## src/rtl/if_fetch_pkg.sv

```systemverilog
// Shared constants and state encoding for the instruction fetch stage.
package if_fetch_pkg;

   localparam logic [31:0] RESET_PC_C = 32'h0000_3000;
   localparam logic [31:0] EXC_PC_C   = 32'h0000_4180;
   localparam logic [31:0] IMEM_LO_C  = 32'h0000_3000;
   localparam logic [31:0] IMEM_HI_C  = 32'h0000_4FFC;

   typedef enum logic [1:0] {
      ST_REQ  = 2'd0,
      ST_HOLD = 2'd1,
      ST_KILL = 2'd2
   } fetch_state_e;

   // A fetch address is illegal when misaligned or outside the instruction memory window.
   function automatic logic addr_err(input logic [31:0] pc,
                                     input logic [31:0] lo,
                                     input logic [31:0] hi);
      return (pc[1:0] != 2'b00) || (pc < lo) || (pc > hi);
   endfunction

endpackage

```

## src/rtl/npc_sel.sv

```systemverilog
// Next-PC selection: exception entry beats exception return beats taken branch beats sequential.
module npc_sel
   import if_fetch_pkg::*;
#(
   parameter logic [31:0] EXC_PC = EXC_PC_C
) (
   input  logic [31:0] pc,
   input  logic        en,
   input  logic        redirect,
   input  logic [31:0] redirect_pc,
   input  logic        hw_int,
   input  logic        eret,
   input  logic [31:0] epc,
   output logic [31:0] npc,
   output logic        flush,
   output logic        jump
);

   // Priority mux; a branch only counts when the IF/ID register is accepting.
   always_comb begin
      npc   = pc + 32'd4;
      flush = hw_int | eret;
      jump  = redirect & en;
      if (hw_int) begin
         npc = EXC_PC;
      end else if (eret) begin
         npc = epc;
      end else if (jump) begin
         npc = redirect_pc;
      end else begin
         npc = pc + 32'd4;
      end
   end

endmodule

```

## src/rtl/if_fetch.sv

```systemverilog
// Instruction fetch stage: drives the instruction memory, buffers the returned word and
// hands it to IF/ID, dropping responses made stale by redirects and exceptions.
module if_fetch
   import if_fetch_pkg::*;
#(
   parameter logic [31:0] RESET_PC = RESET_PC_C,
   parameter logic [31:0] EXC_PC   = EXC_PC_C,
   parameter logic [31:0] IMEM_LO  = IMEM_LO_C,
   parameter logic [31:0] IMEM_HI  = IMEM_HI_C
) (
   input  logic        clk,
   input  logic        clr_n,
   input  logic        en,
   input  logic        redirect,
   input  logic [31:0] redirect_pc,
   input  logic        HWInt,
   input  logic        eret,
   input  logic [31:0] epc,
   output logic        imem_req,
   output logic [31:0] imem_addr,
   input  logic        imem_ready,
   input  logic [31:0] imem_rdata,
   output logic [31:0] ir_f,
   output logic [31:0] pc4_f,
   output logic [31:0] pc_f,
   output logic        valid_f,
   output logic        adel_f
);

   fetch_state_e state_r;
   logic [31:0]  pc_r;
   logic [31:0]  ir_r;
   logic [31:0]  npc_s;
   logic         flush_s;
   logic         jump_s;
   logic         adel_s;
   logic         got_s;
   logic [31:0]  word_s;

   npc_sel #(.EXC_PC(EXC_PC)) u_npc_sel (
      .pc          (pc_r),
      .en          (en),
      .redirect    (redirect),
      .redirect_pc (redirect_pc),
      .hw_int      (HWInt),
      .eret        (eret),
      .epc         (epc),
      .npc         (npc_s),
      .flush       (flush_s),
      .jump        (jump_s)
   );

   // An illegal address completes at once with a zero word instead of touching memory.
   always_comb begin
      adel_s = addr_err(pc_r, IMEM_LO, IMEM_HI);
      got_s  = adel_s | imem_ready;
      word_s = adel_s ? 32'h0000_0000 : imem_rdata;
   end

   assign imem_addr = pc_r;
   assign pc_f      = pc_r;
   assign pc4_f     = pc_r + 32'd4;

   // Output decode; the returned word is bypassed so IF/ID can take it in the arrival cycle.
   always_comb begin
      imem_req = 1'b0;
      valid_f  = 1'b0;
      adel_f   = 1'b0;
      ir_f     = ir_r;
      if (!clr_n) begin
         ir_f = 32'h0000_0000;
      end else begin
         case (state_r)
            ST_REQ: begin
               imem_req = ~adel_s;
               adel_f   = adel_s;
               valid_f  = got_s & ~flush_s;
               if (got_s) begin
                  ir_f = word_s;
               end else begin
                  ir_f = ir_r;
               end
            end
            ST_HOLD: begin
               valid_f = 1'b1;
               adel_f  = adel_s;
            end
            ST_KILL: begin
               valid_f = 1'b0;
            end
            default: begin
               valid_f = 1'b0;
            end
         endcase
      end
   end

   // Fetch FSM with PC and instruction buffer; reset simply abandons any read in flight.
   always_ff @(posedge clk or negedge clr_n) begin
      if (!clr_n) begin
         state_r <= ST_REQ;
         pc_r    <= RESET_PC;
         ir_r    <= 32'h0000_0000;
      end else begin
         case (state_r)
            ST_REQ: begin
               if (flush_s) begin
                  pc_r    <= npc_s;
                  state_r <= got_s ? ST_REQ : ST_KILL;
               end else if (got_s) begin
                  ir_r <= word_s;
                  if (en) begin
                     pc_r <= npc_s;
                  end else begin
                     state_r <= ST_HOLD;
                  end
               end else if (jump_s) begin
                  pc_r    <= npc_s;
                  state_r <= ST_KILL;
               end
            end
            ST_HOLD: begin
               if (flush_s || en) begin
                  pc_r    <= npc_s;
                  state_r <= ST_REQ;
               end
            end
            ST_KILL: begin
               // Later redirects still steer the PC while the stale word drains.
               if (flush_s || jump_s) begin
                  pc_r <= npc_s;
               end
               if (imem_ready) begin
                  state_r <= ST_REQ;
               end
            end
            default: begin
               state_r <= ST_REQ;
            end
         endcase
      end
   end

endmodule
```

## config.mk

```make
export PLATFORM = sky130hd
export DESIGN_NAME = if_fetch
export DESIGN_NICKNAME = d
export VERILOG_FILES = /design/src/rtl/if_fetch_pkg.sv /design/src/rtl/npc_sel.sv /design/src/rtl/if_fetch.sv
export SDC_FILE = /design/constraint.sdc
export NUM_CORES = 1
export LEC_CHECK = 0
export CAP_MARGIN = 20
export CORE_MARGIN = 8
export CORE_UTILIZATION = 42
export DETAILED_ROUTE_END_ITERATION = 12
export GPL_TIMING_DRIVEN = 0
export PLACE_DENSITY_LB_ADDON = 0.3
export REMOVE_ABC_BUFFERS = 1
export SYNTH_ARGS = -nofsm -noshare
export SYNTH_HDL_FRONTEND = slang
export SYNTH_SLANG_ARGS = --single-unit
```

## constraint.sdc

```tcl
create_clock -name clk -period 4.6 [get_ports clk]
set_input_delay 0.69 -clock clk [delete_from_list [all_inputs] [get_ports clk]]
set_output_delay 0.69 -clock clk [all_outputs]
set_load 0.01 [all_outputs]
```

[Word level (Yosys, flattened, before mapping)]
Index checks and enable logic that the tools add are counted.
Storage, ports and cells
  bits in registers: 66
  output and inout bits: 131
  logic and storage cells: 59
  input port bits: 103
Operators by class
  magnitude comparators: 2
  bitwise logic cells: 6
  add/sub/neg operators: 1
  reduce and logical (&&, ||, !) cells: 11
  eq/ne operators: 8
  mux-type cells: 28
Operators with widths (number)
  32-bit two-way mux: 13
  32-bit case mux with 3 select lines: 1
  32-bit by 3-bit adder with 32-bit output (second input constant): 1
  32-bit by 15-bit greater-than comparator with 1-bit output (second input constant): 1
  32-bit by 14-bit less-than comparator with 1-bit output (second input constant): 1
  2-bit two-way mux: 7
  4-bit != test (second input constant): 3
  2-bit != test (second input constant): 3
  2-bit case mux with 3 select lines: 1
  1-bit two-way mux: 5
  5-bit AND reduction: 1
  1-bit logical OR: 4
  4-bit AND reduction: 1
  3-bit nonzero test: 1
  1-bit AND: 2
  2-bit by 1-bit equality test with 1-bit output (second input constant): 1
  2-bit equality test (second input constant): 1
  2-bit logical NOT: 1
  1-bit inverter: 2
  1-bit bitwise OR: 2
  1-bit case mux with 2 select lines: 1
  2-bit AND reduction: 1
  2-bit nonzero test: 1
  2-bit OR reduction: 1

[Longest topological paths before layout]
Gate-level depths: netlist (run 1).
  depth in word-level cells: 8
  gate-level depth with buffers: 10

[Cells and area by module]
Synthesis (run 1) repeated with hierarchy kept, for this count alone.
Second synthesis, totals
  cell total of the unflattened synthesis: 610
  area total of the unflattened synthesis: 5375.2 µm²
By module, submodules not included
  if_fetch: cells each 366, area an instance 3922.5 µm², times used 1, sequential area each 1654.1 µm²
  npc_sel: cells each 244, area an instance 1452.6 µm², times used 1, sequential area each 0.0 µm²

[Least setup slack after synthesis (run 1)]
Ideal clock, no wire load.
  kind: reg2out
  from: register pc_r[12] (netlist: imem_addr[12])
  to: output port pc4_f[22]
  data arrival time: 2086 ps
  required time: 3910 ps
  stages on the path, launching flop included: 8
  path slack: 1824 ps
  cell sequence: dfstp_2 > and4_1 > buf_2 > or4b_1 > buf_2 > nor2_2 > and3_1 > xor2_1
Between the ends
  longest elaborated chain between the ends: 1
RTL lines
  from (decl): line if_fetch.sv:31  | logic [31:0] pc_r;
  from (signal assigned): line if_fetch.sv:108  | pc_r <= npc_s;
  from (signal assigned): line if_fetch.sv:113  | pc_r <= npc_s;
  from (signal assigned): line if_fetch.sv:118  | pc_r <= npc_s;
  32-bit by 3-bit adder with 32-bit output: line if_fetch.sv:62  | assign pc4_f = pc_r + 32'd4;
  to (decl): line if_fetch.sv:24  | output logic [31:0] pc4_f,
Every way passes these cells.

[Worst setup path after layout (run 1)]
  from: register pc_r[14] (netlist: imem_addr[14])
  to: output port valid_f
Between the ends
  longest elaborated chain between the ends: 7
  elaborated cells between the ends (all ways): 8
  classes of those cells: 2 x order compare; 2 x mux; 2 x bitwise; 2 x reduce/logical
RTL lines
  32-bit by 14-bit less-than comparator with 1-bit output: line if_fetch_pkg.sv:19  | return (pc[1:0] != 2'b00) || (pc < lo) || (pc > hi);
  1-bit logical OR: line if_fetch_pkg.sv:19
  1-bit logical OR *: line if_fetch_pkg.sv:19
  1-bit bitwise OR *: line if_fetch.sv:56  | got_s = adel_s | imem_ready;
  1-bit AND *: line if_fetch.sv:77  | valid_f = got_s & ~flush_s;
  1-bit case mux with 2 select lines *: line if_fetch.sv:73  | case (state_r)
  1-bit two-way mux *: line if_fetch.sv:70  | if (!clr_n) begin
  to (decl): line if_fetch.sv:26  | output logic valid_f,
Every way passes the cells marked *; elsewhere a longest branch is shown, timed or not.

==> impl_metrics.env, run 1 <==
export IMPL_placedCellCount=996
export IMPL_dp_hpwl_um=13900
export IMPL_ys_warn_count=0
export IMPL_grt_overflow=0
export IMPL_antenna_found_initial=0
export IMPL_setup_violations=0
export IMPL_avgSynthCellArea_um2=7.87
export IMPL_clock_sinks=66
export IMPL_ff2ff_path_depth=8
export IMPL_yosysMostFrequentCell="nand2_1"
export IMPL_dr_total_vias=5714
export IMPL_htree_levels=3
export IMPL_critPathArrivalTime_ns=3.45
export IMPL_drt_total_wl_um=19600
export IMPL_tightest_slew_ns=0.917
export IMPL_critPathLaunchType="register"
export IMPL_finalCritPeriodShare_pct=90.1
export IMPL_synthXorXnorAreaFrac_pct=4.60
export IMPL_core_area_um2=12500
export IMPL_max_cap_violations=0
export IMPL_path_class="reg2out"
export IMPL_synth_edff_count=0
export IMPL_fin_skew_ns=0.00485
export IMPL_netlist_top_cells_area="dfrtp_1 (30%), o21ai_0 (5.8%), nand2_1 (5.6%), buf_4 (4.8%), a22o_2 (4.5%)"
export IMPL_grt_pass1_wl_um=31000
export IMPL_syn2layout_area_growth_pct=45.2
export IMPL_drt_iter0_markers=441
export IMPL_synth_largest_area_cell="dfrtp_1"
export IMPL_ys_types=62
export IMPL_r2r_start="imem_addr[14]"
export IMPL_critical_path_required_ns=3.91
export IMPL_synth_adder_area_share_pct=0.235
export IMPL_vias_per_cell=5.65
export IMPL_slew_headroom_pct=38.9
export IMPL_antenna_left=0
export IMPL_place_congestion=0.844
export IMPL_leakage_nw=3.06
export IMPL_critical_path_peak_fanout=24
export IMPL_clock_latency_ns=0.32
export IMPL_finalHoldViolCount=0
export IMPL_avgRoutedWirePerCell_um=19.4
export IMPL_diodes=0
export IMPL_period_minus_slack_ns=4.14
export IMPL_floorplan_initialDensity_pct=42.6
export IMPL_drive_gt1_share_pct=7.86
export IMPL_final_max_slew_viol_count=0
export IMPL_cts_resized=0
export IMPL_rows=41
export IMPL_cts_made_buffers=9
export IMPL_synth_top_area_share_pct=30.0
export IMPL_synth_seq_area_share_pct=31.0
export IMPL_grt_use_total_pct=23.1
export IMPL_fp_dieW_um=129
export IMPL_total_power_mw=1.82
export IMPL_die_area_um2=16600
export IMPL_hold_class="in2async"
export IMPL_synth_simple_area_share_pct=26.1
export IMPL_cts_root_buf="clkbuf_16"
export IMPL_clk_pin_slew_ns=0.05
export IMPL_rsz0062_at_grt="no"
export IMPL_grt_pass1_vias=5930
export IMPL_ys_flop_type="dfrtp_1"
export IMPL_yosys_register_bits=66
export IMPL_synth_area_um2=5330
export IMPL_final_seq_area_um2=1650
export IMPL_fmax_mhz=241
export IMPL_fillers=1122
export IMPL_grt_max_degree=53
export IMPL_async_reset_ff_share_pct=100
export IMPL_boundaryPins=234
export IMPL_status="finished clean"
export IMPL_die_h_um=129
export IMPL_clock_path_buffers=2
export IMPL_worstReg2RegEnd="ir_r[16]"
export IMPL_synth_compound_area_share_pct=25.9
export IMPL_cts_tree="built"
export IMPL_drc=0
export IMPL_crit_path_end_kind="output port"
export IMPL_synthMuxAreaShare_pct=0.563
export IMPL_multi_input_area_um2=3100
export IMPL_fin_cells=1012
export IMPL_port_buffers=233
export IMPL_synth_top_family_by_area="simple AND/OR/NAND/NOR gates"
export IMPL_nNetsFinal=942
export IMPL_worst_ir_drop_vdd_mv=0.140
export IMPL_drt_first_pass_iters=5
export IMPL_power_density_nw_per_um2=235
export IMPL_r2r_setup_slack_ns=1.43
export IMPL_netlist_instances=678
export IMPL_synth_common_cells="nand2_1 (80), dfrtp_1 (64), o21ai_0 (62)"
-- power breakdown --
part           total [mW]  leakage [nW]  switching [mW]  internal (mW)
sequential          0.673         0.879          0.0637          0.610
clock               0.619         0.128           0.234          0.385
combinational       0.528          2.05           0.241          0.286
-- worst max-delay path: stages (launching register included) --
cell	delay, ns
dfrtp_1	0.57
nor3b_1	0.38
o211ai_2	0.17
or3_1	0.67
buf_16	0.28
o211ai_4	0.28
nand2b_1	0.08
and3_1	0.19
clkdlybuf4s50_1	0.50
-- timing repair --
item / in CTS / in global routing
setup endpoints to repair: 1 / 1
hold buffers: 0 / 0
buffers inserted: 0 / 2
pin swaps: 1 / 1
hold endpoints to repair: 0 / 0
cloned: 1 / 0
-- per-stage QoR --
| step | setup WS [ns] | util [%] | hold slack [ns] | TNS, ns | area, µm² |
|---|---|---|---|---|---|
| CTS | 0.148 | 61.7 | 0.375 | 0 | 7730 |
| finish | 0.457 | 61.8 | 0.370 | 0 | 7740 |
| detailed placement | 0.247 | 59.5 | 0.469 | 0 | 7450 |
| global placement | -1.27 | 58.5 | 0.452 | -70.21 | 7320 |
| floorplan | 1.10 | - | 0.394 | 0 | 4770 |
| global route | 0.239 | 61.8 | 0.409 | 0 | 7740 |
-- state kept, by name (all words and copies together) (netlist names) --
| name | cells |
|---|---|
| ir_r | 32 |
| state_r | 2 |
| imem_addr | 32 |
-- area by class of cell --
type                            instances  area share, %
Inverter                               14          0.679
Sequential cell                        66           21.4
Multi-Input combinational cell        506           40.0
Clock buffer                           13           3.36
Tap cell                              172           2.78
Timing Repair Buffer                  241           31.8
-- per-layer routing --
layer  part of all wire (%)  vias to the layer above  track usage (%)
met3                    8.6                       21             6.83
li1                       -                     2681                -
met2                     49                      249             39.2
met1                     41                     2763             27.6
met5                      0                        -                0
met4                    1.2                        0             7.19
-- worst max-delay path by stage --
stage | startpoint | end | cells after the start
floorplan | imem_addr[29] | valid_f | 6
global placement | imem_ready | imem_addr[29] | 6
detailed placement | imem_addr[14] | valid_f | 8
CTS | imem_addr[14] | valid_f | 8
global route | imem_addr[14] | valid_f | 8
finish | imem_addr[14] | valid_f | 8
-- cells in the final DEF, fill, tap and decap left out, types with 3 or more instances in the layout --
cell type and count:
or2_1 4, a221oi_1 3, a31oi_1 32, a22o_1 7, and2_1 33, nand4_1 5
and3_1 6, nand2_1 80, nor2b_1 31, o21ai_1 12, clkbuf_16 9, a22o_2 24
nor3b_1 5, a211oi_1 5, buf_4 3, a21oi_1 27, dfrtp_1 64, inv_1 13
xnor2_1 13, o31ai_1 13, or3_1 3, nor4_1 5, o21ai_0 62, o22a_1 3
xor2_1 15, nand3_1 12, nor2_1 47, mux2i_1 3, nor3_1 13, o22ai_1 3
nor4_2 3, clkdlybuf4s50_1 230
-- cells by family after synthesis --
group,count (synthesis)
buffers and inverters,107
flip-flops,66
AO/OA/AOI/OAI,208
multiplexers,3
adder cells (fa/ha/maj),1
AND/OR/NAND/NOR,265
XOR/XNOR,28
(Power assumes the default switching activity.)
==> inputs of run 2 (changes only) <==
--- a/config.mk
+++ b/config.mk
@@ -12,6 +12,7 @@
 export GPL_TIMING_DRIVEN = 0
 export PLACE_DENSITY_LB_ADDON = 0.3
 export REMOVE_ABC_BUFFERS = 1
+export SLEW_MARGIN = 20
 export SYNTH_ARGS = -nofsm -noshare
 export SYNTH_HDL_FRONTEND = slang
 export SYNTH_SLANG_ARGS = --single-unit
==> run 2 against run 1 <==
Setup slack worse by 0.28 ns. Flip-flop and latch count stayed put. Die area stayed put. Critical endpoint unchanged. Clock skew is 0.0023 ns higher. Sequential power hardly changed. Count of clock-buffer cells in the layout is 1 higher. First-iteration DRC count is 0.91% lower.
==> impl_metrics.env, run 2 (synthesized netlist as in run 1, its figures left out) <==
export IMPL_status="finished clean"
export IMPL_max_cap_violations=0
export IMPL_grt_overflow=0
export IMPL_final_common_cell="clkdlybuf4s50_1"
export IMPL_period_minus_slack_ns=4.42
export IMPL_crit_path_end_kind="output port"
export IMPL_avgRoutedWirePerCell_um=19.1
export IMPL_leakage_nw=3.06
export IMPL_fin_skew_ns=0.00720
export IMPL_clk_pin_slew_ns=0.05
export IMPL_syn2layout_area_growth_pct=45.4
export IMPL_fillers=1120
export IMPL_tightest_slew_ns=0.846
export IMPL_max_stage_delay_ns=0.83
export IMPL_final_area_um2=7750
export IMPL_antenna_left=0
export IMPL_port_buffers=233
export IMPL_drt_first_pass_iters=5
export IMPL_final_max_slew_viol_count=0
export IMPL_grt_pass1_vias=5814
export IMPL_clock_sinks=66
export IMPL_vias_per_cell=5.66
export IMPL_htree_levels=3
export IMPL_grt_use_total_pct=22.8
export IMPL_antenna_found_initial=0
export IMPL_nNetsFinal=940
export IMPL_boundaryPins=234
export IMPL_critical_path_peak_fanout=36
export IMPL_setup_violations=0
export IMPL_critPathLaunchType="register"
export IMPL_drt_iter0_markers=437
export IMPL_drt_total_wl_um=19300
export IMPL_critical_path_required_ns=3.91
export IMPL_die_h_um=129
export IMPL_dp_slack_ns=0.312
export IMPL_r2r_setup_slack_ns=1.45
export IMPL_rsz0062_at_grt="no"
export IMPL_diodes=0
export IMPL_grt_max_degree=53
export IMPL_cts_tree="built"
export IMPL_place_congestion=0.844
export IMPL_fmax_mhz=226
export IMPL_total_power_mw=1.81
export IMPL_dp_hpwl_um=13800
export IMPL_hold_class="in2async"
export IMPL_power_density_nw_per_um2=234
export IMPL_cts_resized=0
export IMPL_placed_cell_area_um2=7500
export IMPL_critPathArrivalTime_ns=3.73
export IMPL_drive_gt1_share_pct=7.75
export IMPL_cts_made_buffers=9
export IMPL_fp_dieW_um=129
export IMPL_die_area_um2=16600
export IMPL_path_class="reg2out"
export IMPL_fin_util_pct=61.9
export IMPL_cts_hold_buf=0
export IMPL_rows=41
export IMPL_cts_setup_buffers=0
export IMPL_drc=0
export IMPL_core_area_um2=12500
export IMPL_floorplan_initialDensity_pct=42.6
export IMPL_clock_latency_ns=0.32
export IMPL_dr_total_vias=5727
export IMPL_cp_cell_sequence="nor3b_1 > o211ai_2 > or3_2 > o211ai_4 > buf_16 > nand2b_1 > and3_1 > clkdlybuf4s50_1"
export IMPL_cts_root_buf="clkbuf_16"
export IMPL_final_cell_mix="clkdlybuf4s50_1 (230), nand2_1 (80), dfrtp_1 (64)"
export IMPL_clock_path_buffers=2
export IMPL_grt_pass1_wl_um=30500
export IMPL_setup_ws_ns=0.178
export IMPL_slowest_stage="or3_2"
export IMPL_slew_headroom_pct=43.6
export IMPL_worst_ir_drop_vdd_mv=0.132
export IMPL_finalHoldViolCount=0
export IMPL_finalCritPeriodShare_pct=96.1
==> run 2: cell types whose count changed in the layout (fill, tap and decap cells not counted), moves of 2 or more <==
cell      change
buf_12        +2
buf_4         -2
buf_8         -2
clkbuf_1      +2
==> run 2: cell type report <==
type	instances	area, µm²	area share [%]
Clock buffer	14	254	3.28
Inverter	14	52.6	0.678
Multi-Input combinational cell	505	3090	39.9
Sequential cell	66	1650	21.3
Tap cell	172	215	2.78
Timing Repair Buffer	240	2480	32.0
==> run 2: where the power goes <==
group          switching [mW]  internal, mW  total, mW
Sequential             0.0646         0.610      0.674
Combinational           0.240         0.291      0.531
Clock                   0.235         0.374      0.609
Total                   0.540          1.28       1.81
==> run 2: critical path, delay by kind of cell, from the launching register on <==
family | cells | cell delay [ns]
buffers and inverters | 2 | 0.74
and+or+nand+nor | 4 | 1.45
AOI/OAI and AO/OA | 2 | 0.61
DFF | 1 | 0.57
==> run 2: path summary, 6_finish.rpt <==
kind	depth (start not counted)	startpoint	endpoint
max	8	imem_addr[14]	valid_f
min	1	clr_n	ir_r[10]
max reg2reg	6	imem_addr[14]	ir_r[16]
min reg2reg	2	ir_r[30]	ir_r[30]
max in group asynchronous	2	clr_n	imem_addr[12]
min in group clk	2	ir_r[30]	ir_r[30]
==> run 2: stage by stage <==
stage,hold WS (ns),setup TNS (ns),cells
final,0.368,0,1011
after detailed placement,0.474,0,997
after floorplan,0.394,0,585
after CTS,0.376,0,1011
after global placement,0.452,-70.21,990
after global routing,0.412,0,1011
==> run 2: routing by layer <==
metal / track usage (%) / vias to the layer above / share of wire [%]
met1: 27.3 / 2767 / 41
li1: - / 2673 / -
met3: 7.16 / 21 / 9.2
met4: 7.33 / 0 / 1.4
met2: 38.2 / 266 / 48
met5: 0 / - / 0
==> inputs of run 3 (changes only) <==
==> constraint.sdc (replaced) <==
create_clock -name clk -period 5.4 [get_ports clk]
set_input_delay 0.81 -clock clk [delete_from_list [all_inputs] [get_ports clk]]
set_output_delay 0.81 -clock clk [all_outputs]
set_load 0.01 [all_outputs]
==> results of run 3 <==
Same layout as run 2 (identical final DEF). Status: finished clean.
Main changes from that run: setup slack after placement 0.312 ns -> 0.992 ns; setup slack after layout 0.178 ns -> 0.858 ns; hold slack 0.368 ns -> 0.485 ns; register-to-register setup slack 1.45 ns -> 2.25 ns; total power 1.81 mW -> 1.55 mW; worst IR drop on VDD 0.132 mV -> 0.113 mV
